--- src/rtl/train_track_counter.sv ---
// -----------------------------------------------------------------------------
// train_track_counter
//   Registered track-section counter for the train controller. Advances on
//   sensor `step` pulses in up, down or shuttle mode, supports a saturating
//   synchronous load and a global clock enable.
//
//   Optional feature macro: TRAIN_DWELL_EN
//     defined   -> shuttle mode pauses DWELL_CYCLES enabled cycles at each end
//                  of the line (DWELL state), then reverses.
//     undefined -> no DWELL state; shuttle mode reverses `dir` on the same edge
//                  that `pos` reaches the end; `dwell` is tied low.
// -----------------------------------------------------------------------------
module train_track_counter #(
  parameter int WIDTH        = 4,
  parameter int MAX_POS      = 9,
  parameter int DWELL_CYCLES = 16
) (
  input  logic             clk,
  input  logic             rst_n,
  input  logic             en,
  input  logic             ld,
  input  logic [WIDTH-1:0] ld_val,
  input  logic [1:0]       dir_mode,
  input  logic             step,
  output logic [WIDTH-1:0] pos,
  output logic             dir,
  output logic             at_end,
  output logic             dwell,
  output logic             wrap
);

  localparam logic [1:0] MODE_HOLD    = 2'b00;
  localparam logic [1:0] MODE_UP      = 2'b01;
  localparam logic [1:0] MODE_DOWN    = 2'b10;
  localparam logic [1:0] MODE_SHUTTLE = 2'b11;

  // One spare bit so MAX_POS = 2^WIDTH-1 compares and increments cleanly.
  localparam logic [WIDTH:0] MAX_EXT = (WIDTH+1)'(MAX_POS);

  typedef enum logic [1:0] {
    IDLE  = 2'b00,
    MOVE  = 2'b01,
    DWELL = 2'b10
  } state_t;

  // Reject illegal configurations at elaboration time.
  if (MAX_POS < 1 || MAX_POS > (2**WIDTH) - 1) begin : g_bad_max_pos
    $error("train_track_counter: MAX_POS out of range");
  end
  if (DWELL_CYCLES < 1) begin : g_bad_dwell
    $error("train_track_counter: DWELL_CYCLES must be >= 1");
  end

  state_t state;

  logic [WIDTH:0]   pos_ext;
  logic [WIDTH:0]   up_ext;
  logic [WIDTH:0]   down_ext;
  logic [WIDTH:0]   shuttle_ext;
  logic [WIDTH-1:0] ld_sat;
  logic             at_top;
  logic             at_bot;
  logic             shuttle_up;
  logic             shuttle_lands;

  // Next-position candidates for each mode, all at WIDTH+1 bits.
  // NOTE: every always_comb output gets a value on every path (here all are
  // assigned unconditionally), so no latch can be inferred.
  always_comb begin
    pos_ext     = {1'b0, pos};
    at_top      = (pos_ext == MAX_EXT);
    at_bot      = (pos_ext == '0);
    ld_sat      = ({1'b0, ld_val} > MAX_EXT) ? MAX_EXT[WIDTH-1:0] : ld_val;
    up_ext      = at_top ? '0 : pos_ext + 1'b1;
    down_ext    = at_bot ? MAX_EXT : pos_ext - 1'b1;
    // Already sitting on the end we are heading for: turn round and move away.
    shuttle_up    = dir ? !at_top : at_bot;
    shuttle_ext   = shuttle_up ? pos_ext + 1'b1 : pos_ext - 1'b1;
    shuttle_lands = shuttle_up ? (shuttle_ext == MAX_EXT) : (shuttle_ext == '0);
  end

  // End-of-line flag decoded straight from the registered position.
  assign at_end = at_top || at_bot;

`ifdef TRAIN_DWELL_EN
  localparam int CW = (DWELL_CYCLES > 1) ? $clog2(DWELL_CYCLES) : 1;
  logic [CW-1:0] dwell_cnt;
`else
  assign dwell = 1'b0;
`endif

  // Mode FSM with position, direction, wrap and dwell registers.
  // NOTE: sequential state uses non-blocking assignments only, so every
  // register samples the pre-edge values regardless of statement order.
  always_ff @(posedge clk or negedge rst_n) begin
    if (!rst_n) begin
      pos       <= '0;
      dir       <= 1'b1;
      state     <= IDLE;
      wrap      <= 1'b0;
`ifdef TRAIN_DWELL_EN
      dwell     <= 1'b0;
      dwell_cnt <= '0;
`endif
    end else begin
      wrap <= 1'b0;
      if (en) begin
        if (ld) pos <= ld_sat;

        if (dir_mode == MODE_HOLD) begin
          state <= IDLE;
`ifdef TRAIN_DWELL_EN
          dwell <= 1'b0;
`endif
        end else if (ld) begin
          // A load overrides any step and ends a dwell without reversing.
          state <= MOVE;
`ifdef TRAIN_DWELL_EN
          dwell <= 1'b0;
`endif
        end else begin
          case (state)
            IDLE: state <= MOVE;

            MOVE: begin
              if (step) begin
                case (dir_mode)
                  MODE_UP: begin
                    pos  <= up_ext[WIDTH-1:0];
                    wrap <= at_top;
                    dir  <= 1'b1;
                  end
                  MODE_DOWN: begin
                    pos  <= down_ext[WIDTH-1:0];
                    wrap <= at_bot;
                    dir  <= 1'b0;
                  end
                  default: begin
                    pos <= shuttle_ext[WIDTH-1:0];
`ifdef TRAIN_DWELL_EN
                    dir <= shuttle_up;
                    if (shuttle_lands) begin
                      state     <= DWELL;
                      dwell     <= 1'b1;
                      dwell_cnt <= CW'(DWELL_CYCLES - 1);
                    end
`else
                    dir <= shuttle_up ^ shuttle_lands;
`endif
                  end
                endcase
              end
            end

`ifdef TRAIN_DWELL_EN
            DWELL: begin
              if (dir_mode != MODE_SHUTTLE) begin
                // Leaving shuttle mode aborts the dwell; keep direction.
                state <= MOVE;
                dwell <= 1'b0;
              end else if (dwell_cnt == '0) begin
                state <= MOVE;
                dwell <= 1'b0;
                dir   <= !dir;
              end else begin
                dwell_cnt <= dwell_cnt - 1'b1;
              end
            end
`endif

            default: state <= IDLE;
          endcase
        end
      end
    end
  end

endmodule

--- config.mk ---
export PLATFORM = sky130hd
export DESIGN_NAME = train_track_counter
export DESIGN_NICKNAME = d
export VERILOG_FILES = /design/src/rtl/train_track_counter.sv
export SDC_FILE = /design/constraint.sdc
export NUM_CORES = 1
export LEC_CHECK = 0
export CAP_MARGIN = 40
export CORE_ASPECT_RATIO = 1.5
export CORE_MARGIN = 2
export CORE_UTILIZATION = 35
export DETAILED_ROUTE_END_ITERATION = 7
export PLACE_DENSITY_LB_ADDON = 0.12
export SYNTH_ARGS = -nofsm -noshare
export SYNTH_HDL_FRONTEND = slang
export SYNTH_SLANG_ARGS = --single-unit
--- constraint.sdc ---
create_clock -name clk -period 2.15 [get_ports clk]
set_clock_uncertainty 0.15 [all_clocks]
set_input_delay 0.3225 -clock clk [delete_from_list [all_inputs] [get_ports clk]]
set_output_delay 0.3225 -clock clk [all_outputs]
set_load 0.02 [all_outputs]
-- Yosys cells after proc, flatten, opt, wreduce, memory -nomap -nowiden
Cells that the tools add are included.
- bitwise gates (word level): 3
- div/mod/pow operators: 0
- magnitude comparators: 1
- reduce and logical (&&, ||, !) cells: 8
- shift-type cells: 0
- add/subtract/negate cells: 2
- eq/ne operators: 6
- multipliers: 0
- muxes and demuxes: 22
- operators with widths (operator ; number):
    2-to-1 mux 4 bit ; 8
    one-hot mux 4 bit (2 select lines) ; 1
    2-to-1 mux 1 bit ; 7
    adder 4 x 1 -> 5 bit (second input constant) ; 1
    == test 5 x 4 -> 1 bit (second input constant) ; 1
    zero test 5 bit ; 1
    2-to-1 mux 5 bit ; 1
    AND reduction 5 bit ; 1
    subtractor 4 x 1 -> 5 bit (second input constant) ; 1
    == test 2 x 1 -> 1 bit (second input constant) ; 2
    == test 4 bit (second input constant) ; 1
    greater-than comparator 4 bit (second input constant) ; 1
    zero test 2 bit ; 2
    zero test 4 bit ; 1
    2-to-1 mux 2 bit ; 2
    one-hot mux 1 bit (2 select lines) ; 2
    one-hot mux 2 bit (2 select lines) ; 1
    inequality test 3 bit (second input constant) ; 1
    == test 2 bit (second input constant) ; 1
    NOT 1 bit ; 2
    AND reduction 2 bit ; 1
    zero test 1 bit ; 1
    logical OR 1 bit ; 1
    XOR 1 bit ; 1
- bits of input ports: 11
- bits in read-only memories: 0
- logic and storage cells: 46
- bits in latches: 0
- RAM bits: 0
- memories: 0
- register bits: 8

-- Depth between registers and ports, before layout
- word-level depth: 9
- gate-level depth with buffers: 8

-- Worst setup path after synthesis
Ideal clock, no wire load.
- path kind: register to register
- from: register pos[0]
- to: register pos[1]
- arrival time: 1.906 ns
- path slack: 0.017 ns
- clock period less this slack: 2.133 ns
- cell stages (with the launch flop): 9
- cells stage by stage: dfrtp_1 -> buf_6 -> inv_1 -> ha_1 -> nor2b_1 -> nor2_1 -> o211ai_1 -> mux2_2 -> a21oi_1
- cells in the longest elaborated chain, start to end: 9
- RTL lines (what ; RTL line ; text):
    start: declaration ; 25 ; output logic [WIDTH-1:0] pos,
    start signal: assignment ; 108 ; if (ld) pos <= ld_sat;
    start signal: assignment ; 129 ; pos <= up_ext[WIDTH-1:0];
    start signal: assignment ; 134 ; pos <= down_ext[WIDTH-1:0];
    branches (longest 4 deep; another with subtractor 4 x 1 -> 5 bit) ; -- ;
    one-hot mux 4 bit (2 select lines) (*) ; 127 ; case (dir_mode)
    2-to-1 mux 4 bit (*) ; 126 ; if (step) begin
    2-to-1 mux 4 bit (*) ; 122 ; case (state)
    2-to-1 mux 4 bit (*) ; 115 ; end else if (ld) begin
    2-to-1 mux 4 bit (*) ; 110 ; if (dir_mode == MODE_HOLD) begin
Every way passes the cells marked *.
A chain may end at the register's enable or synchronous reset.

-- Worst setup path in the final report
- from: register dir
- to: output dir
- RTL lines (what ; RTL line ; text):
    start: declaration ; 26 ; output logic dir,
    start signal: assignment ; 148 ; dir <= shuttle_up ^ shuttle_lands;
No word-level cell between the ends.

==> flow_metrics.py <==
metrics = {
    "critical_path": {
        "r2r_end": "pos[1]$_DFFE_PN0P_",
        "critical_path_arrival_ns": 1.63,
        "critical_path.top_delay_family": "buffers and inverters",
        "r2r_cells": 7,
        "crit_path_top_delay_cell": "dfstp_2",
        "cp_cell_sequence": "buf_4 -> clkdlybuf4s50_1",
        "required_ns": 1.68,
        "crit_fanout": 6,
        "slowest_delay_ns": 0.60,
        "cp_num_buf_inv": 2,
        "critPathKind": "flop to primary output",
        "cp.depth": 2,
        "critical_path.endpoint": "dir",
        "cp-start-kind": "flop",
        "rr_startpoint": "pos[0]$_DFFE_PN0P_",
        "end_kind": "primary output",
        "reg2reg_slack_ns": 0.06,
        "critPathLaunch": "dir$_DFFE_PN1P_",
    },
    "status": {
        "outcome": "finished clean",
    },
    "final_layout": {
        "nets": 168,
        "multi_input_area_um2": 604,
        "final_area_um2": 1230,
        "diodes": 0,
        "ff_latch_area_um2": 178,
        "drive_gt1_share_pct": 23.3,
        "synthToLayoutAreaGrowth_pct": 43.5,
        "fillers": 221,
    },
    "route": {
        "dr.pass1.iters": 4,
        "drt-initial-drc-count": 41,
        "wl_um": 2740,
        "routed-via-count": 1036,
        "final_antenna_net_count": 0,
        "viasPerCell": 5.95,
        "route.detailed.drc": 0,
        "wl_per_cell_um": 15.8,
    },
    "placed_design": {
        "place.gp.congestion": 0.900,
        "postPlaceCellArea_um2": 1200,
        "port_buffers": 17,
        "hpwl_um": 2150,
    },
    "yosys": {
        "synth_seq_cells": 7,
        "synth_area_leaders": "dfrtp_1 17%, ha_1 8.7%, a21oi_1 5.2%, nand2_1 5.2%, inv_1 3.9%",
        "syn_area_um2": 861,
        "synth_most_common_cell": "nand2_1",
        "syn_area_per_cell_um2": 7.49,
        "synth-async-reset-ratio_pct": 100,
        "syn-num-nets": 132,
        "synth_top_area_share_pct": 17.4,
        "yosysTopAreaCell": "dfrtp_1",
        "synthDistinctLibCells": 42,
        "synthTopCellsByCount": "12 x nand2_1, 9 x a21oi_1, 9 x inv_1",
        "synth-edff-count": 0,
        "ys.flop_type": "dfrtp_1",
        "syn_inst": 115,
        "synth-seq-area-share_pct": 20.5,
        "ys.warnings.count": 0,
    },
    "grt": {
        "gr-total-overflow": 0,
        "grt_pass1_wl_um": 4310,
        "grt_pass1_vias": 969,
        "grt.total_usage_pct": 20.4,
        "grt_max_degree": 12,
        "antenna_found_initial": 0,
    },
    "clocking": {
        "clockBufferDepth": 2,
        "clock_latency_ns": 0.27,
        "cts_tree": "yes",
        "path_clk_slew_ns": 0.06,
        "cts_root_buf": "clkbuf_4",
        "clock_sinks": 7,
        "numCtsBuffers": 3,
        "htree_num_levels": 1,
        "hold_buffers": 0,
    },
    "die": {
        "core_um2": 2390,
        "die_h_um": 64.7,
        "fp.dieW_um": 44.5,
        "io_pins": 19,
        "row_count": 22,
        "initial_core_util_pct": 35.9,
        "dieArea_um2": 2880,
    },
    "timing": {
        "fmaxAchievable_mhz": 476,
        "rsz0062_at_grt": "no",
        "min_period_ns": 2.10,
        "hold_viol_final": 0,
        "maxSlewViolCount": 0,
        "setup_violations": 0,
        "fin_setup_tns_ns": 0,
        "fin_crit_sh_pct": 97.6,
    },
    "power_and_ir_drop": {
        "power_density_nw_per_um2": 740,
        "power.leakage_uw": 0.000532,
        "ir_drop_v": 0.000593,
    },
    "worst_hold_path": {
        "holdCritPathClass": "primary input to async pin",
    },
    "run": {
        "drv_cap": 0,
    },
}
-- through the flow --
step / setup WS, ns / hold slack, ns / std cells / utilization [%] / power, uW
floorplan: 0.0167 / -0.123 / 115 / - / 524
global placement: -0.240 / 0.353 / 170 / 50.2 / 780
detailed placement: -0.249 / 0.366 / 170 / 50.2 / 776
CTS: 0.0318 / 0.198 / 174 / 51.3 / 904
global route: 0.0000651 / 0.204 / 174 / 51.6 / 967
finish: 0.0509 / 0.184 / 174 / 51.6 / 914
-- layer usage --
metal / vias to the layer above / wire length (um) / track usage [%] / share of wire [%]
met3: 10 / 152 / 3.62 / 5.5
met5: - / 0 / 0 / 0
li1: 494 / - / - / -
met4: 0 / 107 / 11.4 / 3.9
met1: 487 / 1030 / 22.3 / 38
met2: 45 / 1450 / 35.1 / 53
-- repair_timing --
| item | in CTS | in global routing |
|---|---|---|
| pin swaps | 0 | 1 |
| hold endpoints to repair | 0 | 0 |
| buffers inserted | 0 | 0 |
| endpoints found under the setup margin | 2 | 5 |
| gates resized for setup | 2 | 3 |
-- where the power goes --
group          internal [uW]  total (uW)  switching (uW)
Clock                   71.3         128            56.7
Sequential               162         211            48.4
Combinational            285         575             290
Total                    518         914             396
-- cell families (layout without fill, tap and decap cells) --
| kind of cell | after synthesis | after routing | synth area share, % |
|---|---|---|---|
| mux | 3 | 3 | 3.63 |
| flops | 7 | 7 | 20.5 |
| compound gates | 39 | 39 | 32.8 |
| simple gates | 40 | 40 | 23.8 |
| buf+inv | 19 | 54 | 10.0 |
| fa+ha+maj | 6 | 6 | 8.72 |
| other cells | 1 | 1 | 0.436 |
-- worst register-to-register path: cells and delay by family (launching register included) --
family / cells / cell delay, ns
fa+ha+maj: 1 / 0.25
flops: 1 / 0.46
mux: 1 / 0.36
buf+inv: 1 / 0.11
compound gates: 2 / 0.37
simple gates: 2 / 0.31
-- cell type report --
class                           instances  area share [%]
Multi-Input combinational cell         89            48.9
Clock buffer                            4            2.13
Inverter                                9            2.74
Tap cell                               24            2.43
Timing Repair Buffer                   41            29.4
Sequential cell                         7            14.4
-- placed cells by master (no fill, tap or decap), types with 4 or more instances in the layout --
cell,Yosys,final
a21oi_1,9,9
buf_4,1,23
clkdlybuf4s50_1,0,16
dfrtp_1,6,5
ha_1,6,6
inv_1,9,9
nand2_1,12,12
nand3_1,6,6
nor2_1,6,6
nor3_1,4,4
o211ai_1,4,4
o21ai_0,5,5
-- worst min-delay path by stage --
stage / startpoint / end / slack [ns] / cells after the start
6_report: rst_n / pos[0]$_DFFE_PN0P_ / 0.18 / 1
2_1_floorplan: rst_n / pos[0]$_DFFE_PN0P_ / -0.12 / 0
3_5_place_dp: state[0]$_DFFE_PN0P_ / state[0]$_DFFE_PN0P_ / 0.37 / 2
5_1_grt: rst_n / pos[0]$_DFFE_PN0P_ / 0.20 / 1
4_1_cts: rst_n / pos[0]$_DFFE_PN0P_ / 0.20 / 1
3_3_place_gp: state[0]$_DFFE_PN0P_ / state[0]$_DFFE_PN0P_ / 0.35 / 2
-- registers in the layout, summed over array words and instances (netlist names) --
register  count
pos           4
dir           1
state         1
wrap          1
(Power assumes the default switching activity.)
